`src/rtl/dram_arbiter.sv`:
```
// Two-master arbiter/sequencer for the single-port data RAM (m0 = CPU, m1 = loader/DMA).
// Latency: req seen in IDLE -> one ACCESS cycle -> one ACK cycle; 3 cycles minimum per transaction.
// Backpressure: a pending request holds its stall (m0) until ack; the losing master simply waits.
//
// Ports:
//   clk, rst             clock; synchronous active-high reset
//   m0_* / m1_*          master ports: req/we/addr/wdata/sel in, ack/rdata out; m0_stall = m0_req & ~m0_ack
//   ram_*                RAM control, address, write data and byte enables; ram_rdata registered in RAM
//   busy                 high whenever a transaction is in flight
module dram_arbiter #(
  parameter int ADDR_W     = 32,
  parameter int DATA_W     = 32,
  parameter bit FIXED_PRIO = 1'b0,
  parameter int MAX_WAIT   = 4
) (
  input  logic                clk,
  input  logic                rst,

  input  logic                m0_req,
  input  logic                m0_we,
  input  logic [ADDR_W-1:0]   m0_addr,
  input  logic [DATA_W-1:0]   m0_wdata,
  input  logic [DATA_W/8-1:0] m0_sel,
  output logic                m0_ack,
  output logic [DATA_W-1:0]   m0_rdata,
  output logic                m0_stall,

  input  logic                m1_req,
  input  logic                m1_we,
  input  logic [ADDR_W-1:0]   m1_addr,
  input  logic [DATA_W-1:0]   m1_wdata,
  input  logic [DATA_W/8-1:0] m1_sel,
  output logic                m1_ack,
  output logic [DATA_W-1:0]   m1_rdata,

  output logic                ram_ce,
  output logic                ram_we,
  output logic [ADDR_W-1:0]   ram_addr,
  output logic [DATA_W-1:0]   ram_wdata,
  output logic [DATA_W/8-1:0] ram_sel,
  input  logic [DATA_W-1:0]   ram_rdata,

  output logic                busy
);

  localparam logic [7:0] MAX_WAIT_C = 8'(MAX_WAIT);

  typedef enum logic [1:0] {
    IDLE   = 2'd0,
    ACCESS = 2'd1,
    ACK    = 2'd2
  } state_t;

  state_t     state;
  logic       grant;       // 0 = m0, 1 = m1; valid from ACCESS through ACK
  logic       last_grant;
  logic [7:0] wait_cnt;    // lost arbitrations of m1 since its last grant
  logic       ce_q;        // registered ACCESS flag
  logic       ack_q;       // registered ACK flag
  logic       xfer_we;     // direction of the transaction in flight
  logic       win;

  // Winner if a grant happens this cycle. With one requester it wins outright;
  // on a tie the policy decides.
  always_comb begin
    win = m1_req;
    if (m0_req && m1_req) begin
      if (FIXED_PRIO) begin
        win = (wait_cnt >= MAX_WAIT_C);
      end else begin
        win = ~last_grant;
      end
    end
  end

  always_ff @(posedge clk) begin
    if (rst) begin
      state      <= IDLE;
      grant      <= 1'b0;
      last_grant <= 1'b1;
      wait_cnt   <= 8'd0;
      ce_q       <= 1'b0;
      ack_q      <= 1'b0;
      xfer_we    <= 1'b0;
    end else begin
      ce_q  <= 1'b0;
      ack_q <= 1'b0;
      case (state)
        IDLE: begin
          if (m0_req || m1_req) begin
            state      <= ACCESS;
            grant      <= win;
            last_grant <= win;
            xfer_we    <= win ? m1_we : m0_we;
            ce_q       <= 1'b1;
            if (win) begin
              wait_cnt <= 8'd0;
            end else if (m1_req && (wait_cnt != 8'hFF)) begin
              wait_cnt <= wait_cnt + 8'd1;
            end
          end
        end
        ACCESS: begin
          state <= ACK;
          ack_q <= 1'b1;
        end
        ACK: begin
          state <= IDLE;
        end
        default: begin
          state <= IDLE;
        end
      endcase
    end
  end

  // Masters hold their inputs stable until ack, so the RAM side is a plain
  // mux of the granted master, forced to zero outside ACCESS.
  assign ram_ce    = ce_q;
  assign ram_we    = ce_q & (grant ? m1_we : m0_we);
  assign ram_addr  = ce_q ? (grant ? m1_addr  : m0_addr)  : '0;
  assign ram_wdata = ce_q ? (grant ? m1_wdata : m0_wdata) : '0;
  assign ram_sel   = ce_q ? (grant ? m1_sel   : m0_sel)   : '0;

  // The RAM registers its read data, so it is valid exactly in the ACK cycle.
  assign m0_ack   = ack_q & ~grant;
  assign m1_ack   = ack_q &  grant;
  assign m0_rdata = (m0_ack && !xfer_we) ? ram_rdata : '0;
  assign m1_rdata = (m1_ack && !xfer_we) ? ram_rdata : '0;

  assign m0_stall = m0_req & ~m0_ack;
  assign busy     = (state != IDLE);

endmodule

```
`config.mk`:
```
export PLATFORM = sky130hd
export DESIGN_NAME = dram_arbiter
export DESIGN_NICKNAME = d
export VERILOG_FILES = /design/src/rtl/dram_arbiter.sv
export SDC_FILE = /design/constraint.sdc
export NUM_CORES = 1
export LEC_CHECK = 0
export CORE_AREA = 2 2 121 123
export DETAILED_ROUTE_END_ITERATION = 8
export DIE_AREA = 0 0 123 125
export SLEW_MARGIN = 0
export SYNTH_ARGS = -nofsm -noshare
export SYNTH_HDL_FRONTEND = slang
export SYNTH_SLANG_ARGS = --single-unit
```
`constraint.sdc`:
```
create_clock -name clk -period 1.05 [get_ports clk]
set_input_delay 0.1575 -clock clk [delete_from_list [all_inputs] [get_ports clk]]
set_output_delay 0.1575 -clock clk [all_outputs]
set_load 0.1 [all_outputs]
```
==> metrics.md, run 1 <==
| Metric | Value |
|---|---|
| Placed cell area | between 7000 and 8000 um^2 |
| Largest vdd supply drop | between 0.6 and 0.7 mV |
| Max Slew Vio Count | 0 |
| Hold depth | 4 |
| Top cell by count, worst path | and2_4 |
| Max-slew headroom | between 80 and 90% |
| CTS tree | yes |
| First-iteration detailed-routing DRC count | 47 |
| Number of buffers between clock root and the deepest sink | 2 |
| Number of iterations in the first detailed-routing pass | 4 |
| Buffer type at the clock tree root | clkbuf_16 |
| Antenna diode count | 0 |
| Worst slack, placed | -0.478 ns |
| Shortest period the worst path allows | between 1.5 and 2 ns |
| Peak per-stage delay on the critical path | around 0.4 ns |
| Post-Place Cells | approximately 750 |
| Net switching share of the total power | between 40 and 50% |
| Number of endpoints failing setup at the final stage | approximately 140 |
| Starting Density | 13.6% |
| Final layout net count | ~760 |
| M1 WL | ~3.7 mm |
| Syn-to-layout area delta | 323% |
| Share of async-settable or async-resettable flops after synthesis | 0% |
| Setup slack of the most critical reg-to-reg path | -0.02 ns |
| Reg-to-Reg Start | state[0] |
| Top layer reached by signal wires | met4 |
| Combinational cell fraction of total power | ~84% |
| Net switching power figure | around 3 mW |
| Fraction of the yosys area taken by sequential cells | between 7 and 8% |
| Routed wire per std cell | between 15 and 20 um |
| DR vias | about 3100 |
| Kind of start point of the critical path | flop |
| Hold Buf Count CTS | 0 |
| Worst Hold Path EP | grant |
| Worst setup slack after layout | -0.585 ns |
| Setup repair after global routing missed its margin | yes |
| Crit Path Category | flop to primary output |
| Post-DR vias/cell | about 4.1 |
| Final non-filler cell area | between 8000 and 9000 um^2 |
| Sequential share of power | around 5.3% |
| Global routing usage summed across all routing layers | between 10% and 20% |
| Routed met3 length | about 1.3 mm |
| Peak clock frequency supported by timing | ~610 MHz |
| Hold Path Origin | m0_req |
| # H-tree levels | 1 |
| Clock-pin slew on the worst setup and hold paths | about 0.04 ns |
| Worst Path Arrival | 1.48 ns |
| Total of buffers placed on input and output ports | about 310 |
| Post-synthesis net count | between 400 and 500 |
| Dominant register cell in the synthesized netlist | dfxtp_1 |
| Worst hold path type | input pin to flop |
| Critical Path Fanout Max | 8 |
| Power per unit of standard cell area | about 750 nW/um^2 |
| Number of buffers inserted during clock tree synthesis | 3 |
| Crit. End Element | primary output |
| Measured slew at the worst slew-check pin | about 0.26 ns |
| Aggregate global routing overflow | 0 |
| Cell-by-cell listing of the critical path | and2_4 > and2b_4 > buf_6 > and2_4 > buf_12 |
| Cell count after synthesis | 254 |
| RR Endpoint | last_grant |
| Wire length of the first global-routing pass | ~17 mm |
| Core box area | between 10000 and 15000 um^2 |
| P_leak | just over 3 nW |
| R2R depth | 3 |
| Yosys warning count | 0 |
| Violated checks | setup timing |
| Syn_area_per_cell | 7.59 um^2 |
| Power Internal | 3.17 mW |
| Period utilization | 156% |
| Number of top-level pins | 312 |
| Count of antenna-violating nets left after detailed routing | 0 |
| CP max stage cell | dfxtp_4 |
| Die width | around 120 um |
| Largest net degree at the start of global routing | 30 |
| Yosys cell types | 20 |
| Detailed-route DRC error count | 0 |
| #FFs+latches synth | 7 |
| Routability congestion estimate | around 0.74 |
| Result of the run | finished, violations left |
| Post-layout instance count excluding filler cells | 765 |
| Final Hold Viols | 0 |
| Share of cells above drive strength 1 | about two thirds |
| Post-synth EDFFs | 0 |
| Endpoint required time on the critical path | about 0.89 ns |
| Final routed wirelength across all metal layers | approximately 12 mm |
| Proportion of power drawn by the clock network | 10.6% |
| Worst Clk Skew | between 0.0015 and 0.002 ns |
| Via count of the first global-routing pass | 3298 |
| Number of max-capacitance violations reported | 0 |
| Clock Latency Late Sink | ~0.23 ns |
| Core Rows | 44 |
| Antenna violations before repair | 0 |
| Area of the die | between 15000 and 20000 um^2 |
| DP HPWL | 10.4 mm |
| Die height | roughly 130 um |
| Clk sinks | 7 |
| Amount of wire on met2 after detailed routing | between 6 and 7 mm |
| Netlist Area Pre-Place | approximately 1900 um^2 |
cell usage in the layout, fill, tap and decap left out, drive strengths merged, types with 2 or more instances in the layout:
cell,Yosys,final
and2,66,66
mux2i,70,70
buf,14,169
clkdlybuf4s50,0,171
clkinvlp,0,2
clkbuf,7,6
nor3b,2,2
dfxtp,7,7
nor2,4,4
nor2b,70,70
a21oi,2,2
nand2,3,3
dlygate4sd2,0,2
power groups by stage:
stage | clock network, mW | logic, mW | registers, mW
2_1_floorplan | 0 | 2.79 | 0.342
3_3_place_gp | 0 | 4.78 | 0.330
3_5_place_dp | 0 | 4.82 | 0.330
4_1_cts | 0.660 | 4.99 | 0.330
5_1_grt | 0.667 | 5.32 | 0.333
6_report | 0.652 | 5.16 | 0.326
metal layers:
layer	up-vias	global-route usage, %
met5	-	0
met4	0	2.61
met3	6	3.42
met2	191	29.9
met1	1439	13.7
li1	1490	-
per-stage QoR:
| stage | setup TNS, ns | utilization, % | hold WS [ns] | power [mW] |
|---|---|---|---|---|
| floorplan | -63.05 | - | 0.219 | 3.13 |
| global placement | -39.00 | 52.9 | 0.487 | 5.11 |
| detailed placement | -40.88 | 52.9 | 0.503 | 5.15 |
| CTS | -74.87 | 55.1 | 0.444 | 5.98 |
| global route | -81.32 | 57.4 | 0.462 | 6.32 |
| finish | -73.83 | 57.4 | 0.433 | 6.14 |
kinds of logic (layout without fill, tap and decap cells):
logic type / after synthesis / count (layout) / synth area share (%)
compound gates: 6 / 6 / 2.40
buf+inv: 23 / 350 / 6.29
flops: 7 / 7 / 7.27
mux: 70 / 70 / 36.3
simple gates: 148 / 148 / 47.7
state kept, by name, indices dropped and copies added, names as in the netlist:
name,cells
xfer_we,1
grant,1
ram_ce,1
last_grant,1
ack_q,1
state,2
critical path, delay by kind of cell, from the launching register on:
| family | cells | cell delay (ns) |
|---|---|---|
| simple gates | 3 | 0.53 |
| buf+inv | 2 | 0.32 |
| flops | 1 | 0.39 |
cell type report:
cell class / instances / area, um^2
Clock buffer: 4 / 78.8
Fill cell: 1134 / 6050
Inverter: 2 / 15.0
Multi-Input combinational cell: 224 / 2770
Sequential cell: 7 / 156
Tap cell: 184 / 230
Timing Repair Buffer: 344 / 4900
synth_stat cells (3+ instances only):
library cell  number  share of area [%]
mux2i_1           70                 36
nor2b_1           70                 23
and2_1            66                 21
buf_2              7                1.8
buf_4              7                2.7
clkbuf_1           7                1.4
dfxtp_1            7                7.3
nand2_1            3               0.58
how the worst max path moves through the flow:
stage,slack [ns],cells past startpoint,from,end
finish,-0.59,5,grant,m1_rdata[23]
global route,-0.64,4,grant,ram_addr[5]
CTS,-0.59,4,grant,ram_wdata[7]
floorplan,-0.55,3,ram_ce,ram_sel[0]
detailed placement,-0.48,4,grant,ram_addr[5]
global placement,-0.46,4,grant,ram_addr[5]
repair_timing:
action / in CTS / in global routing
resized for setup: 50 / 53
buffers inserted: 2 / 5
setup endpoints to repair: 140 / 141
pin swaps: 4 / 9
gates cloned: 0 / 3
No activity file was read; power rests on OpenSTA's default activity.
==> inputs of run 2 (changes only) <==
--- a/config.mk
+++ b/config.mk
@@ -5,6 +5,7 @@
 export SDC_FILE = /design/constraint.sdc
 export NUM_CORES = 1
 export LEC_CHECK = 0
+export CAP_MARGIN = 20
 export CORE_AREA = 2 2 121 123
 export DETAILED_ROUTE_END_ITERATION = 8
 export DIE_AREA = 0 0 123 125
==> results of run 2 <==
Same layout as run 1: the final DEF is identical, and so are final timing and power.
==> inputs of run 3 (changes only) <==
--- a/config.mk
+++ b/config.mk
@@ -5,10 +5,12 @@
 export SDC_FILE = /design/constraint.sdc
 export NUM_CORES = 1
 export LEC_CHECK = 0
+export ABC_AREA = 1
 export CAP_MARGIN = 20
-export CORE_AREA = 2 2 121 123
+export CORE_AREA = 2 2 122 124
+export CTS_CLUSTER_SIZE = 8
 export DETAILED_ROUTE_END_ITERATION = 8
-export DIE_AREA = 0 0 123 125
+export DIE_AREA = 0 0 124 126
 export SLEW_MARGIN = 0
 export SYNTH_ARGS = -nofsm -noshare
 export SYNTH_HDL_FRONTEND = slang
==> metrics.md, run 3 <==
| Metric | Value |
|---|---|
| Syn-to-layout area delta | 445% |
| CP max stage cell | dfxtp_4 |
| Flip-flop count of the largest register after layout | 2 |
| Crit Path Category | flop to primary output |
| Register with the highest flop count | state |
| Kind of start point of the critical path | flop |
| Largest net degree at the start of global routing | 24 |
| Commonest non-fill, non-tap cells in the layout | 171 x clkdlybuf4s50_1, 170 x nor2_4, 154 x buf_12 |
| Post-DR vias/cell | ~4.2 |
| Detailed-route DRC error count | 0 |
| Measured slew at the worst slew-check pin | around 0.26 ns |
| Worst Path Arrival | 1.43 ns |
| Total buffers and inverters traversed by the critical path | 3 |
| Hold Buf Count CTS | 0 |
| DR vias | 3956 |
| Core Rows | 44 |
| #FFs+latches synth | 7 |
| Worst hold path type | input pin to flop |
| Total of buffers placed on input and output ports | between 300 and 400 |
| DP HPWL | approximately 12 mm |
| Cell family with the largest share of critical-path delay | buffers and inverters |
| Hold Path Origin | m0_req |
| Peak per-stage delay on the critical path | between 0.3 and 0.4 ns |
| R2R depth | 6 |
| Final Hold Viols | 0 |
| Most instantiated library cell after synthesis | nor2_1 |
| Number of buffers between clock root and the deepest sink | 2 |
| Number of iterations in the first detailed-routing pass | 4 |
| Period utilization | 152% |
| Worst Clk Skew | approximately 0.0013 ns |
| Cell types with the highest counts after synthesis | 208 x nor2_1, 67 x o21ai_0, 39 x inv_1, 15 x buf_6, 10 x clkbuf_1 |
| Number of max-capacitance violations reported | 0 |
| Number of buffers inserted during clock tree synthesis | 3 |
| Core box area | around 14000 um^2 |
| Final layout net count | roughly 930 |
| Final routed wirelength across all metal layers | between 15 and 20 mm |
| Endpoint required time on the critical path | 0.89 ns |
| Cell count after synthesis | ~370 |
| Shortest period the worst path allows | approximately 1.6 ns |
| Netlist Area Pre-Place | 1760 um^2 |
| Result of the run | finished, violations left |
| Largest vdd supply drop | ~0.5 mV |
| Routed wire per std cell | 16.8 um |
| Worst setup slack after layout | -0.541 ns |
| Peak clock frequency supported by timing | 628 MHz |
| Reg-to-Reg Start | grant |
| Top cell type's share of synthesized area | ~44% |
| Setup repair after global routing missed its margin | yes |
| Starting Density | 12.3% |
| Crit. End Element | primary output |
| Critical Path Fanout Max | 20 |
| CTS tree | yes |
| Worst Hold Path EP | ram_ce |
| Cell-by-cell listing of the critical path | buf_6 > nor2_4 > nand2_4 > buf_12 > nor2_4 > buf_12 |
| Antenna violations before repair | 1 |
| Max-slew headroom | between 80 and 90% |
| Post-synth EDFFs | 0 |
| Minimum hold slack | 0.414 ns |
| First-iteration detailed-routing DRC count | about 90 |
| Fraction of the yosys area taken by sequential cells | under 10% |
| Violated checks | setup timing |
| RR Endpoint | grant |
| Clk sinks | 7 |
| Post-synthesis net count | 547 |
| Cell types occupying the most area after synthesis | nor2_1 44%, o21ai_0 19%, buf_6 9.6% |
| Clock-pin slew on the worst setup and hold paths | 0.03 ns |
| Largest area contributor in the synthesized netlist | nor2_1 |
| Die height | approximately 130 um |
| Yosys warning count | 0 |
| # H-tree levels | 1 |
| Worst slack, placed | -0.346 ns |
| Die width | 124 um |
| Max Slew Vio Count | 0 |
| Via count of the first global-routing pass | roughly 4200 |
| Share of cells above drive strength 1 | approximately 67% |
| Yosys cell types | 19 |
| Clock Latency Late Sink | roughly 0.22 ns |
| Power per unit of standard cell area | 744 nW/um^2 |
| Number of endpoints failing setup at the final stage | between 100 and 150 |
| Count of antenna-violating nets left after detailed routing | 0 |
| P_leak | between 3 and 4 nW |
| Global routing usage summed across all routing layers | 18.2% |
| Most common library cell in the layout ignoring fill and taps | clkdlybuf4s50_1 |
| Area of the die | 15600 um^2 |
| Number of top-level pins | between 300 and 400 |
| Share of async-settable or async-resettable flops after synthesis | 0% |
| Wire length of the first global-routing pass | 22.4 mm |
| Setup slack of the most critical reg-to-reg path | -0.13 ns |
| Hold depth | 3 |
| Syn_area_per_cell | between 4 and 5 um^2 |
| Dominant register cell in the synthesized netlist | dfxtp_1 |
| Buffer type at the clock tree root | clkbuf_16 |
| Count of filler cells inserted in the layout | a little over 1000 |
| Routability congestion estimate | 0.908 |
| Aggregate global routing overflow | 0 |
[run 3: cell count changes after synthesis, sizes merged, moves of 3 or more]
| cell | previous run | this run |
|---|---|---|
| o21ai | 0 | 70 |
| nand3 | 0 | 3 |
| nor2 | 4 | 209 |
| buf | 14 | 18 |
| and2 | 66 | 0 |
| nand2 | 3 | 10 |
| nor2b | 70 | 0 |
| mux2i | 70 | 0 |
| clkbuf | 7 | 10 |
| inv | 2 | 41 |
[run 3: through the flow]
step / instance area [um^2] / instances / TNS [ns] / total power, mW / utilization, %
detailed placement: 8180 / 896 / -35.66 / 5.68 / 57.2
CTS: 8940 / 918 / -67.83 / 6.74 / 62.5
finish: 9560 / 938 / -66.09 / 7.11 / 66.8
global placement: 8180 / 896 / -33.87 / 5.63 / 57.2
global route: 9560 / 938 / -72.48 / 7.36 / 66.8
floorplan: 3160 / 373 / -86.85 / 3.42 / -
[run 3: cell families after synthesis]
kind of cell / count (synthesis) / share of synthesized area [%]
AO/OA/AOI/OAI: 73 / 21.2
buffers and inverters: 69 / 21.8
flip-flops: 7 / 7.98
AND/OR/NAND/NOR: 224 / 49.0
[run 3: how the worst max path moves through the flow]
stage	startpoint	to	slack, ns	depth (start not counted)
2_1_floorplan	grant	m0_rdata[10]	-0.93	5
5_1_grt	grant	m0_rdata[21]	-0.58	6
4_1_cts	grant	ram_wdata[7]	-0.56	6
6_report	grant	m0_rdata[21]	-0.54	6
3_5_place_dp	grant	ram_wdata[7]	-0.35	5
3_3_place_gp	grant	ram_wdata[7]	-0.33	5
[run 3: worst register-to-register path, delay by kind of cell, from the launching register on]
family,cells,cell delay (ns)
AND/OR/NAND/NOR,1,0.04
flip-flops,1,0.37
buffers and inverters,4,0.58
AO/OA/AOI/OAI,1,0.11
[run 3: final cells by class]
type	count	area (um^2)	area share, %
inverters	41	175	1.83
well taps	184	230	2.41
repair inverters	1	16.3	0.170
multi-input cells	297	3080	32.2
repair buffers	403	5820	60.9
clock buffers	4	78.8	0.824
diodes	1	2.50	0.0262
flip-flops and latches	7	154	1.61
[run 3: routing by layer]
layer  track usage [%]  share of wire [%]  up-vias
met4              5.29                3.4        0
li1                  -                  -     1912
met5                 0                  0        -
met2              35.4                 56      195
met3              3.53                8.0       43
met1              19.4                 33     1806
[run 3: what timing repair did]
item                                    in CTS  in global routing
endpoints found under the setup margin     141                142
cloned                                      10                  7
buffers inserted                             8                 24
pin swaps                                   26                 49
gates resized for setup                    124                106
[run 3: where the power goes]
group | internal, mW | total, mW | switching [mW]
Sequential | 0.292 | 0.324 | 0.0324
Clock | 0.504 | 0.632 | 0.128
Combinational | 2.62 | 6.16 | 3.54
Total | 3.41 | 7.11 | 3.70
